[src/rtl/warmboot_ctrl.sv]
// Warmboot request controller: synchronises fabric BOOT/SLOT, qualifies a held BOOT,
// and runs a req/ack handshake with the configuration loader.
//   state    | meaning
//   WAIT_LOW | after reset or timeout; wait for BOOT low before arming
//   ARMED    | idle, waiting for a BOOT rising level
//   QUAL     | BOOT high, counting stable cycles with an unchanged SLOT
//   REQ      | boot_req high, waiting for boot_ack or timeout
//   DONE     | acknowledged; wait for ack and BOOT both low
module warmboot_ctrl #(
  parameter int SLOT_WIDTH     = 4,
  parameter int SYNC_STAGES    = 2,
  parameter int HOLD_CYCLES    = 4,
  parameter int TIMEOUT_CYCLES = 1023
) (
  input  logic                  CLK,
  input  logic                  resetn,
  input  logic                  BOOT,
  input  logic [SLOT_WIDTH-1:0] SLOT,
  input  logic                  boot_ack,
  output logic                  boot_req,
  output logic [SLOT_WIDTH-1:0] boot_slot,
  output logic                  busy,
  output logic                  timeout_err
);

  localparam int HW = $clog2(HOLD_CYCLES) + 1;
  localparam int TW = $clog2(TIMEOUT_CYCLES) + 1;
  localparam logic [HW-1:0] HOLD_MAX = HW'(HOLD_CYCLES);
  localparam logic [TW-1:0] TO_MAX   = TW'(TIMEOUT_CYCLES);

  typedef enum logic [2:0] {
    S_WAIT_LOW, S_ARMED, S_QUAL, S_REQ, S_DONE
  } state_t;

  state_t                  state_q, state_d;
  logic [1:0]              rst_sync_q;
  logic [SYNC_STAGES-1:0]  boot_sync_q;
  logic [SLOT_WIDTH-1:0]   slot_sync_q [SYNC_STAGES];
  logic [HW-1:0]           hold_q, hold_d, hold_nxt;
  logic [TW-1:0]           to_q, to_d, to_nxt;
  logic [SLOT_WIDTH-1:0]   cap_q, cap_d, slot_q, slot_d;
  logic                    req_q, req_d, terr_q, terr_d;
  logic                    bs, rst_ok;
  logic [SLOT_WIDTH-1:0]   ss;

  assign bs     = boot_sync_q[SYNC_STAGES-1];
  assign ss     = slot_sync_q[SYNC_STAGES-1];
  assign rst_ok = rst_sync_q[1];

  always_ff @(posedge CLK or negedge resetn) begin
    if (!resetn) begin
      rst_sync_q  <= '0;
      boot_sync_q <= '0;
      for (int i = 0; i < SYNC_STAGES; i++) slot_sync_q[i] <= '0;
      state_q     <= S_WAIT_LOW;
      hold_q      <= '0;
      to_q        <= '0;
      cap_q       <= '0;
      slot_q      <= '0;
      req_q       <= 1'b0;
      terr_q      <= 1'b0;
    end else begin
      rst_sync_q  <= {rst_sync_q[0], 1'b1};
      boot_sync_q <= {boot_sync_q[SYNC_STAGES-2:0], BOOT};
      slot_sync_q[0] <= SLOT;
      for (int i = 1; i < SYNC_STAGES; i++) slot_sync_q[i] <= slot_sync_q[i-1];
      state_q     <= state_d;
      hold_q      <= hold_d;
      to_q        <= to_d;
      cap_q       <= cap_d;
      slot_q      <= slot_d;
      req_q       <= req_d;
      terr_q      <= terr_d;
    end
  end

  always_comb begin
    state_d  = state_q;
    hold_d   = hold_q;
    to_d     = to_q;
    cap_d    = cap_q;
    slot_d   = slot_q;
    req_d    = 1'b0;
    terr_d   = terr_q;
    // A slot change restarts qualification at one cycle with the new slot.
    hold_nxt = (ss == cap_q) ? hold_q + 1'b1 : HW'(1);
    to_nxt   = to_q + 1'b1;
    case (state_q)
      S_WAIT_LOW: begin
        if (rst_ok && !bs) state_d = S_ARMED;
      end
      S_ARMED: begin
        if (bs) begin
          state_d = S_QUAL;
          hold_d  = HW'(1);
          cap_d   = ss;
        end
      end
      S_QUAL: begin
        if (!bs) begin
          state_d = S_ARMED;
          hold_d  = '0;
        end else begin
          hold_d = hold_nxt;
          cap_d  = ss;
          if (hold_nxt >= HOLD_MAX) begin
            state_d = S_REQ;
            slot_d  = ss;
            req_d   = 1'b1;
            to_d    = '0;
          end
        end
      end
      S_REQ: begin
        req_d = 1'b1;
        if (TIMEOUT_CYCLES != 0) to_d = to_nxt;
        if (boot_ack) begin
          state_d = S_DONE;
          req_d   = 1'b0;
        end else if (TIMEOUT_CYCLES != 0 && to_nxt == TO_MAX) begin
          state_d = S_WAIT_LOW;
          req_d   = 1'b0;
          terr_d  = 1'b1;
        end
      end
      S_DONE: begin
        if (!boot_ack && !bs) state_d = S_ARMED;
      end
      default: state_d = S_WAIT_LOW;
    endcase
  end

  assign boot_req    = req_q;
  assign boot_slot   = slot_q;
  assign timeout_err = terr_q;
  assign busy        = (state_q == S_QUAL) || (state_q == S_REQ) || (state_q == S_DONE);

endmodule

[config.mk]
export PLATFORM = sky130hd
export DESIGN_NAME = warmboot_ctrl
export DESIGN_NICKNAME = d
export VERILOG_FILES = /design/src/rtl/warmboot_ctrl.sv
export SDC_FILE = /design/constraint.sdc
export NUM_CORES = 1
export LEC_CHECK = 0
export ABC_AREA = 1
export CAP_MARGIN = 20
export CORE_ASPECT_RATIO = 0.7
export CORE_MARGIN = 3
export CORE_UTILIZATION = 56
export CTS_CLUSTER_DIAMETER = 200
export DETAILED_ROUTE_END_ITERATION = 12
export GPL_ROUTABILITY_DRIVEN = 0
export PLACE_DENSITY = 0.82
export REMOVE_ABC_BUFFERS = 1
export SYNTH_ARGS = -nofsm -noshare
export SYNTH_HDL_FRONTEND = slang
export SYNTH_SLANG_ARGS = --single-unit
[constraint.sdc]
create_clock -name CLK -period 2.1 [get_ports CLK]
set_input_delay 0.21 -clock CLK [delete_from_list [all_inputs] [get_ports CLK]]
set_output_delay 0.21 -clock CLK [all_outputs]
set_load 0.02 [all_outputs]
# Yosys cells after proc, flatten, opt, wreduce, memory -nomap -nowiden
# Cells that the tools add are included.
[classes]
n_addsub = 2
n_lt_le_gt_ge = 1
eq_ne = 13
mux = 20
bitwise = 1
n_reduce_logical = 16
[ops]
columns = ["op", "count"]
rows = [
  ["two-way mux 3 bit", 10],
  ["two-way mux 11 bit", 2],
  ["one-hot mux 11 bit (2 select lines)", 1],
  ["one-hot mux 3 bit (5 select lines)", 1],
  ["adder 11 x 1 -> 11 bit (second input constant)", 1],
  ["== test 11 x 10 -> 1 bit (second input constant)", 1],
  ["!= test 2 bit (second input constant)", 5],
  ["AND reduction 3 bit", 3],
  ["== test 3 x 2 -> 1 bit (second input constant)", 2],
  ["!= test 3 bit (second input constant)", 2],
  ["one-hot mux 3 bit (2 select lines)", 1],
  ["AND reduction 5 bit", 1],
  ["== test 4 bit", 1],
  ["two-way mux 1 bit", 4],
  ["AND reduction 2 bit", 2],
  ["nonzero test 2 bit", 2],
  ["adder 3 x 1 -> 3 bit (second input constant)", 1],
  ["== test 3 x 1 -> 1 bit (second input constant)", 1],
  ["== test 3 bit (second input constant)", 1],
  [">= comparator 3 bit (second input constant)", 1],
  ["logical NOT 3 bit", 1],
  ["logical AND 1 bit", 2],
  ["logical NOT 1 bit", 2],
  ["logical OR 1 bit", 2],
  ["3 further kinds", 3],
]
[totals]
ff_bits = 39
input_bits = 8
output_inout_bits = 7
elab_cells = 64

# Longest topological paths before layout
# Gate-level depths: netlist (run 1).
[logic_depth]
ltp_word = 6
depth_mapped = 12
ltp_nobuf = 12

# Worst setup path after synthesis (run 1)
# OpenSTA, ideal clock, no wires.
[synth_timing]
path_kind = "register to register"
start = "reg to_q[1]"
end = "reg state_q[0]"
setup_time_ns = 0.117
arrival_time_ns = 1.391
t_required_ns = 1.983
slack_ns = 0.592
stages_incl_launch_ff = 13
path_buffers = 0
period_less_slack_ns = 1.508
cell_sequence = "dfrtp_1 -> ha_1 -> nand2_1 -> nor2_2 -> nand2_1 -> nand2_1 -> nand3_1 -> nor2_1 -> nand3_2 -> nand2_2 -> nand2_2 -> nand2_1 -> nand2_1"
[synth_via]
elab_chain_cells = 4
[synth_lines]
columns = ["element", "line", "source"]
rows = [
  ["start, declared", "40", "logic [TW-1:0] to_q, to_d, to_nxt;"],
  ["start signal, assigned", "69", "to_q <= to_d;"],
  ["adder 11 x 1 -> 11 bit", "87", "to_nxt = to_q + 1'b1;"],
  ["== test 11 x 10 -> 1 bit", "120", "end else if (TIMEOUT_CYCLES != 0 && to_nxt == TO_MAX) begin"],
  ["!= test 3 bit (no line)", "--", ""],
  ["AND reduction 5 bit (no line)", "--", ""],
  ["end signal, assigned", "67", "state_q <= state_d;"],
  ["end, declared", "35", "state_t state_q, state_d;"],
]
# Every way passes these cells.
# A chain may end at the register's enable or synchronous reset.

# Worst setup path after layout (run 1)
[layout_timing]
start = "reg to_q[1]"
end = "reg state_q[1]"
# The elaborated chain is that of the path after synthesis.

==> results of run 1 <==
-- per-stage QoR --
stage / setup slack [ps] / hold WS, ps / std cells / utilization, % / cell area, um^2
floorplan: 592 / -85.6 / 204 / - / 1820
detailed placement: 364 / 335 / 256 / 68.3 / 2010
finish: 338 / 10.4 / 264 / 73.0 / 2150
global placement: 387 / 332 / 256 / 68.3 / 2010
CTS: 42.9 / 43.2 / 264 / 73.0 / 2150
global route: 171 / 73.5 / 264 / 73.0 / 2150
-- where the power goes --
part,switching (W),leakage [nW],total (W),internal (W)
combinational,0.000402,0.459,0.000641,0.000239
clock,0.000270,0.0644,0.000744,0.000474
sequential,0.000121,0.493,0.000993,0.000872
-- cells by family after synthesis --
| logic type | after synthesis | share of synthesized area [%] |
|---|---|---|
| simple gates | 98 | 25.9 |
| buf+inv | 29 | 6.51 |
| fa+ha+maj | 3 | 2.06 |
| xor+xnor | 4 | 1.92 |
| other cells | 1 | 0.205 |
| compound gates | 31 | 10.0 |
| flops | 39 | 53.4 |
-- path summary, 6_finish.rpt --
path | from | endpoint | slack [ps] | depth (start not counted)
setup / recovery | to_q[1]$_DFFE_PN0P_ | state_q[1]$_DFFE_PN0P_ | 340 | 12
hold / removal | resetn | to_q[10]$_DFFE_PN0P_ | 10 | 1
setup reg to reg | to_q[1]$_DFFE_PN0P_ | state_q[1]$_DFFE_PN0P_ | 340 | 12
hold reg to reg | rst_sync_q[0]$_DFF_PN0_ | rst_sync_q[1]$_DFF_PN0_ | 350 | 0
max in group asynchronous | resetn | to_q[4]$_DFFE_PN0P_ | 1560 | 1
min in group CLK | BOOT | boot_sync_q[0]$_DFF_PN0_ | 340 | 1
-- metal layers --
| metal | vias to the layer above | part of all wire [%] |
|---|---|---|
| met1 | 641 | 49 |
| li1 | 708 | - |
| met2 | 37 | 44 |
| met5 | - | 0 |
| met3 | 5 | 6.2 |
| met4 | 0 | 0.95 |
-- registers in the layout, indices dropped and copies added (netlist names) --
| signal | flops |
|---|---|
| to_q | 11 |
| rst_sync_q | 2 |
| cap_q | 4 |
| ss | 4 |
| timeout_err | 1 |
| boot_sync_q | 2 |
| hold_q | 3 |
| boot_req | 1 |
| state_q | 3 |
| boot_slot | 4 |
| slot_sync_q | 4 |
-- repair_timing --
action                     4_1_cts  5_1_grt
resized for setup                0        1
setup endpoints to repair        0        1
buffers inserted                 0        0
hold endpoints to repair         0        0
-- final cells by class --
class,count,area (um^2)
Sequential cell,39,976
Fill cell,217,793
Clock inverter,3,67.6
Timing Repair Buffer,16,153
Inverter,28,108
Tap cell,36,45.0
Multi-Input combinational cell,137,732
Clock buffer,5,68.8
-- layout by cell type, fill, tap and decap left out, types with 3 or more instances in the layout --
cell,Yosys,final
dfrtp_1,39,39
clkbuf_8,0,5
a21oi_1,6,6
ha_1,3,3
nand2_1,57,57
o21ai_1,7,7
xor2_1,4,4
inv_1,25,25
nand2_2,4,4
nor2_1,9,9
nand3_2,4,4
nor2_2,4,4
o21ai_2,4,4
nand3_1,11,11
o21ai_0,7,7
o22ai_1,4,4
clkdlybuf4s50_1,0,12
==> reports/qor.yml, run 1 <==
status: "finished, final reports clean"
p_leak_nw: 1.02
clkLatencyLatePin_ps: 290
report.final.hold_viol_count: 0
grt_pass1_vias: 1234
synth_edf_count: 0
p_per_area_nw_per_um2: 1110
synth-main-ff-cell: "dfrtp_1"
syn_area_um2: 1830
finalNetCount: 238
vias: 1391
antenna_left: 0
ir_drop_mv: 0.868
netlist_top_cells_count: "57 x nand2_1, 39 x dfrtp_1, 25 x inv_1, 11 x nand3_1, 9 x nor2_1"
firstDrtPassIters: 4
grt.met3_usage_pct: 6.16
clockBufferDepth: 2
drtIter0Drc: 125
finalMaxSlewViolations: 0
avgSynthCellArea_um2: 8.91
route.detailed.drc: 0
p_total_w: 0.00238
cp-start-kind: "flip-flop"
path_class: "reg2reg"
arrival_ps: 1950
dp_hpwl_um: 2520
viasPerCell: 5.27
grt_max_degree: 40
initial_utilization_pct: 62.1
cp_common_cell: "nand2_1"
fmax_mhz: 568
cp_top_family: "simple AND/OR/NAND/NOR gates"
yosysUniqueCellTypes: 28
die_h_um: 53.8
cts_hold_buffers: 0
critical-path-max-stage-delay_ps: 440
port_buffers: 14
synth_top_cell_by_area: "dfrtp_1"
totalWireLength_um: 3370
ys_ff_latch: 39
yosys_warnings: 0
async_reset_ff_share_pct: 100
tns_ps: 0
path_clk_slew_ps: 80
dieArea_um2: 3990
syn_to_final_growth_pct: 17.7
fin_skew_ps: 4.82
drive_above_1_share_pct: 14.9
grt_pass1_wl_um: 5530
worstSetupEndpointType: "flip-flop"
root_buffer: "clkbuf_8"
worst_ep_required_time_ps: 2290
worst-path-buf-inv: 0
crit_slowest_cell: "dfrtp_1"
globalRouteOverflowTotal: 0
min_period_ps: 1760
antenna_found_initial: 0
max_cap_viol_count: 0
wl_per_cell_um: 12.8
rsz0062_at_grt: "no"
path_max_fanout: 5
clock-sinks: 39
die_w_um: 74.3
setup_viol: 0
maxSlewHeadroom_pct: 44.8
finalCritPeriodShare_pct: 83.9
synth_area_leaders: "dfrtp_1 53%, nand2_1 12%, inv_1 5.1%, nand3_1 3.0%, nand3_2 2.2%"
grt_use_total_pct: 19.2
ios: 15
max_slew.worst_pin.slew_ps: 829
globalRoute.busiestLayer: "met2"
cts_tree: "done"
synth_top_cell_area_share_pct: 53.4
fp.coreArea_um2: 2940
hp-class: "in2async"
grt_use_met1_pct: 26.0
cts.htree.levels: 2
ys_seq_area_share_pct: 53.4
antennaDiodeCount: 0
synth_most_common_cell: "nand2_1"
rows: 16
cts_made_buffers: 5
use_met2_pct: 28.8
synthCells: 205
worstPathCellList: "ha_1 > nand2_1 > nor2_2 > nand2_1 > nand2_1 > nand3_1 > nor2_1 > nand3_2 > nand2_2 > nand2_2 > nand2_1 > nand2_1"
(Power assumes the default switching activity.)
==> run 2, diff against run 1 <==
--- a/config.mk
+++ b/config.mk
@@ -9,11 +9,11 @@
 export CAP_MARGIN = 20
 export CORE_ASPECT_RATIO = 0.7
 export CORE_MARGIN = 3
-export CORE_UTILIZATION = 56
+export CORE_UTILIZATION = 51
 export CTS_CLUSTER_DIAMETER = 200
 export DETAILED_ROUTE_END_ITERATION = 12
 export GPL_ROUTABILITY_DRIVEN = 0
-export PLACE_DENSITY = 0.82
+export PLACE_DENSITY = 0.79
 export REMOVE_ABC_BUFFERS = 1
 export SYNTH_ARGS = -nofsm -noshare
 export SYNTH_HDL_FRONTEND = slang
==> constraint.sdc (replaced) <==
create_clock -name CLK -period 1.5 [get_ports CLK]
set_input_delay 0.15 -clock CLK [delete_from_list [all_inputs] [get_ports CLK]]
set_output_delay 0.15 -clock CLK [all_outputs]
set_load 0.02 [all_outputs]
==> run 2 against run 1 <==
- the run now ends with setup timing left
- sequential power grew 42%
- clock power fell by 5.0%
- register-to-register slack got worse by 550 ps
- design area grew 21%
- critical endpoint is now state_q[0]$_DFFE_PN0P_
==> reports/qor.yml, run 2 (same netlist as run 1, synthesis figures left out) <==
status: "finished with violations"
violations: "setup timing"
max_cap_viol_count: 0  # unchanged
r2r_cells: 12  # unchanged
grt_use_met1_pct: 30.8  # +4.8 points
setup_viol: 10  # +10
largest_reg_flops: 11  # unchanged
viasPerCell: 5.27  # about the same
report.final.hold_viol_count: 0  # unchanged
die_h_um: 56.1  # +4.2%
globalRouteOverflowTotal: 0  # unchanged
fmax_mhz: 584  # +2.9%
final_cells: 307  # +16%
hold_depth: 1
initial_utilization_pct: 55.4  # -6.7 points
p_total_w: 0.00370  # +56%
layout_commonest_cell: "nand2_1"
dieArea_um2: 4350  # +8.8%
cts_tree: "done"
path_clk_slew_ps: 80  # about the same
grt_max_degree: 40  # unchanged
tns_ps: -826  # -826 ps
rsz0062_at_grt: "yes"
cts_made_buffers: 5  # unchanged
p_per_area_nw_per_um2: 1430  # +29%
grt.met3_usage_pct: 6.47  # +0.32 points
die_w_um: 77.5  # +4.4%
finalMaxSlewViolations: 0  # unchanged
root_buffer: "clkbuf_8"
dp_hpwl_um: 2700  # +7.1%
postPlaceCellArea_um2: 2170  # +7.8%
cts.htree.levels: 2  # unchanged
clkLatencyLatePin_ps: 300  # about the same
firstDrtPassIters: 5  # +1
antenna_left: 0  # unchanged
rows: 17  # +1
path_class: "reg2reg"
path_max_fanout: 4  # -1
ir_drop_mv: 0.755  # -13%
use_met2_pct: 26.4  # -2.4 points
wl_per_cell_um: 15.0  # +18%
grt_pass1_wl_um: 6680  # +21%
min_period_ps: 1710  # -50.2 ps
worstSetupEndpointType: "flip-flop"
port_buffers: 14  # unchanged
worst_ep_required_time_ps: 1700  # -590 ps
p_leak_nw: 1.24  # +22%
fin_skew_ps: 9.40  # +4.58 ps
dp_cells: 286  # +12%
arrival_ps: 1910  # -40 ps
vias: 1617  # +16%
stdcell_area_um2: 2590  # +21%
antenna_found_initial: 0  # unchanged
top_register: "to_q"
route.detailed.drc: 0  # unchanged
globalRoute.busiestLayer: "met1"
clockBufferDepth: 2  # unchanged
grt_pass1_vias: 1375  # +11%
drtIter0Drc: 164  # +31%
syn_to_final_growth_pct: 41.8
drive_above_1_share_pct: 35.4  # +20 points
ios: 15  # unchanged
antennaDiodeCount: 0  # unchanged
hp-class: "in2reg"
grt_use_total_pct: 20.2  # +0.94 points
fill_cells: 185  # -15%
worst_slack_ps: -212  # -550 ps
fp.coreArea_um2: 3300  # +12%
totalWireLength_um: 4620  # +37%
cp-start-kind: "flip-flop"
finalNetCount: 270  # +13%
mostFrequentLayoutCells: "45 x nand2_1, 36 x dfrtp_1, 24 x buf_4"
clock-sinks: 39  # unchanged
dp_slack_ps: -195  # -560 ps
finalCritPeriodShare_pct: 114  # +30 points
==> run 2: critical path, cell delays in order, from the launching register on <==
cell     delay (ps)
dfrtp_1         430
ha_4            200
nand2_4          60
nor2_4          100
nand2_1          60
nand2_1         100
nand3_1         120
nor2_1          130
nand3_2         130
nand2_4         120
nand2_4          60
nand2_1          60
nand2_1          40
==> run 2: worst paths after layout <==
check	startpoint	to	slack (ps)
max	to_q[0]$_DFFE_PN0P_	state_q[0]$_DFFE_PN0P_	-210
min	SLOT[3]	slot_sync_q[7]$_DFF_PN0_	280
max reg2reg	to_q[0]$_DFFE_PN0P_	state_q[0]$_DFFE_PN0P_	-210
min reg2reg	boot_sync_q[0]$_DFF_PN0_	boot_sync_q[1]$_DFF_PN0_	350
max in group asynchronous	resetn	state_q[2]$_DFFE_PN0P_	710
min in group asynchronous	resetn	slot_sync_q[5]$_DFF_PN0_	440
==> run 2: metal layers <==
layer / wire, um / vias to the layer above / part of all wire (%)
met4: 101 / 0 / 2.2
met5: 0 / - / 0
li1: - / 765 / -
met1: 2090 / 754 / 45
met2: 2090 / 86 / 45
met3: 337 / 12 / 7.3
==> run 2: final cells by class <==
| cell class | instances | area, um^2 | share of cell area, % |
|---|---|---|---|
| flip-flops and latches | 39 | 980 | 37.8 |
| clock buffers | 5 | 68.8 | 2.66 |
| well taps | 47 | 58.8 | 2.27 |
| repair buffers | 47 | 433 | 16.7 |
| clock inverters | 3 | 20.0 | 0.773 |
| multi-input cells | 138 | 916 | 35.3 |
| inverters | 28 | 115 | 4.44 |
==> run 2: per-stage QoR <==
step	utilization [%]	hold slack [ps]
floorplan	-	-146
global placement	65.7	230
detailed placement	65.7	230
CTS	72.4	277
global route	78.6	276
finish	78.6	280
==> run 2: power by group <==
group	internal [W]	leakage, nW	switching, W
Combinational	0.000710	0.706	0.000876
Sequential	0.00123	0.489	0.000185
Clock	0.000323	0.0402	0.000383
Total	0.00226	1.24	0.00144
==> run 2: repair_timing <==
item / 4_1_cts / 5_1_grt
hold buffers: 1 / 0
resized for setup: 26 / 43
endpoints found under the hold margin: 39 / 0
setup endpoints to repair: 24 / 26
pin swaps: 9 / 14
setup buffers: 3 / 8
cloned: 1 / 0
==> run 3, diff against run 2 <==
==> constraint.sdc (replaced) <==
create_clock -name CLK -period 1.4 [get_ports CLK]
set_input_delay 0.14 -clock CLK [delete_from_list [all_inputs] [get_ports CLK]]
set_output_delay 0.14 -clock CLK [all_outputs]
set_load 0.02 [all_outputs]
==> run 3 against run 2 <==
- routed wire length up 9.1%
- hold slack got worse by 12 ps
- count of clock-buffer cells in the layout unchanged
- critical endpoint unchanged
- the run still ends with setup timing left
- die area is the same
- cell count unchanged
- setup slack got worse by 100 ps
==> reports/qor.yml, run 3 (same netlist as run 1, synthesis figures left out) <==
finalCritPeriodShare_pct: 123  # +8.5 points
setup_viol: 23  # +13
clkLatencyLatePin_ps: 300  # about the same
cp-start-kind: "flip-flop"
port_buffers: 14  # unchanged
holdPathEnd: "boot_sync_q[0]$_DFF_PN0_"
violations: "setup timing"
ir_drop_mv: 1.02  # +35%
postPlaceCellArea_um2: 2210  # +2.1%
layout_commonest_cell: "nand2_1"
fp.coreArea_um2: 3300  # unchanged
drtIter0Drc: 174  # +6.1%
cts_made_buffers: 5  # unchanged
grt_pass1_wl_um: 7470  # +12%
die_w_um: 77.5  # unchanged
dieArea_um2: 4350  # unchanged
status: "finished with violations"
reg2reg_from: "to_q[0]$_DFFE_PN0P_"
fin_skew_ps: 3.28  # -6.12 ps
top_register: "to_q"
worst_ep_required_time_ps: 1600  # -100 ps
finalMaxSlewViolations: 0  # unchanged
antenna_left: 0  # unchanged
fmax_mhz: 583  # -0.29%
globalRouteOverflowTotal: 0  # unchanged
arrival_ps: 1920  # about the same
largest_reg_flops: 11  # unchanged
min_from: "BOOT"
grt_max_degree: 40  # unchanged
worstSetupEndpointType: "flip-flop"
hold_depth: 1  # unchanged
ios: 15  # unchanged
syn_to_final_growth_pct: 47.7
max_cap_viol_count: 0  # unchanged
rrSetupSlack_ps: -320  # -100 ps
antennaDiodeCount: 0  # unchanged
grt_use_total_pct: 22.8  # +2.6 points
rows: 17  # unchanged
grt_pass1_vias: 1527  # +11%
stdcell_area_um2: 2700  # +4.1%
drive_above_1_share_pct: 43.8  # +8.5 points
mostFrequentLayoutCells: "40 x nand2_1, 36 x dfrtp_1, 23 x buf_4"
die_h_um: 56.1  # unchanged
rsz0062_at_grt: "yes"
vias: 1656  # +2.4%
totalWireLength_um: 5040  # +9.1%
route.detailed.drc: 0  # unchanged
viasPerCell: 5.39  # +2.4%
r2r_cells: 12  # unchanged
r2r_end: "state_q[0]$_DFFE_PN0P_"
dp_slack_ps: -323  # -128 ps
root_buffer: "clkbuf_8"
antenna_found_initial: 0  # unchanged
path_max_fanout: 4  # unchanged
min_period_ps: 1720  # +5.00 ps
clock-sinks: 39  # unchanged
p_total_w: 0.00444  # +20%
initial_utilization_pct: 55.4  # unchanged
path_clk_slew_ps: 80  # about the same
p_per_area_nw_per_um2: 1650  # +15%
wl_per_cell_um: 16.4  # +9.1%
clockBufferDepth: 2  # unchanged
fin_util_pct: 81.8  # +3.2 points
cts_tree: "done"
report.final.hold_viol_count: 0  # unchanged
fin_hold_ws_ps: 268  # -11.8 ps
dp_hpwl_um: 2740  # +1.2%
cts.htree.levels: 2  # unchanged
p_leak_nw: 1.23  # -0.26%
hp-class: "in2reg"
firstDrtPassIters: 4  # -1
finalNetCount: 270  # unchanged
worst_slack_ps: -317  # -105 ps
path_class: "reg2reg"
## run 3: cell types whose count changed in the layout (fill, tap and decap cells not counted), moves of 3 or more
cell            before  now
a21oi_1              6    3
a21oi_2              0    3
dlygate4sd2_1        0    5
dlymetal6s2s_1       3    0
nand2_1             45   40
nand2_2              6   12
nand2_4             11    8
nor2_1               9    3
nor2_4               4    8
o21ai_1              9    5
o21ai_2              4   10
## run 3: layer usage
metal  vias to the layer above  GRT usage (%)  routed length, um
met1                       772           31.9               2130
met4                         0           10.4                124
met3                        17           5.83                508
li1                        776              -                  -
met5                         -              0                  0
met2                        91           33.1               2270
## run 3: worst max-delay path, stage by stage (launching register included)
cell     delay (ps)
dfrtp_1         420
ha_4            200
nand2_4          70
nor2_4          150
nand2_1          90
nand2_1         100
nand2_2          90
nor2_2          130
nand3_2         100
nand2_4         100
nand2_4          60
nand2_2          70
nand2_1          40
## run 3: worst max-delay path by stage
| stage | from | endpoint | slack, ps | cells past startpoint |
|---|---|---|---|---|
| CTS | to_q[0]$_DFFE_PN0P_ | state_q[0]$_DFFE_PN0P_ | -240 | 13 |
| global route | to_q[0]$_DFFE_PN0P_ | state_q[1]$_DFFE_PN0P_ | -450 | 12 |
| finish | to_q[0]$_DFFE_PN0P_ | state_q[0]$_DFFE_PN0P_ | -320 | 12 |
| global placement | state_q[2]$_DFFE_PN0P_ | busy | -260 | 3 |
| detailed placement | state_q[2]$_DFFE_PN0P_ | busy | -320 | 3 |
| floorplan | to_q[1]$_DFFE_PN0P_ | state_q[0]$_DFFE_PN0P_ | -110 | 12 |
## run 3: stage by stage
stage                     std cells  TNS (ps)
after floorplan                 204      -946
after global placement          292     -2320
after detailed placement        292     -3670
after CTS                       305     -2710
after global routing            307     -4420
final                           307     -2910
## run 3: layout make-up
cell class	instances	area, um^2
clock buffers	5	68.8
clock inverters	3	47.5
fillers	169	599
inverters	28	110
multi-input cells	138	1010
flip-flops and latches	39	980
well taps	47	58.8
repair buffers	47	418
## run 3: timing repair
| action | 4_1_cts | 5_1_grt |
|---|---|---|
| pin swaps | 10 | 20 |
| resized for setup | 57 | 42 |
| endpoints found under the hold margin | 39 | 0 |
| setup endpoints to repair | 30 | 27 |
| gates cloned | 1 | 0 |
| hold buffers | 1 | 0 |
| setup buffers | 3 | 7 |
## run 3: where the power goes
part           switching (W)  internal (W)  total [W]
Clock               0.000452      0.000541   0.000993
Combinational        0.00107      0.000841    0.00191
Sequential          0.000223       0.00131    0.00154
Total                0.00175       0.00270    0.00444
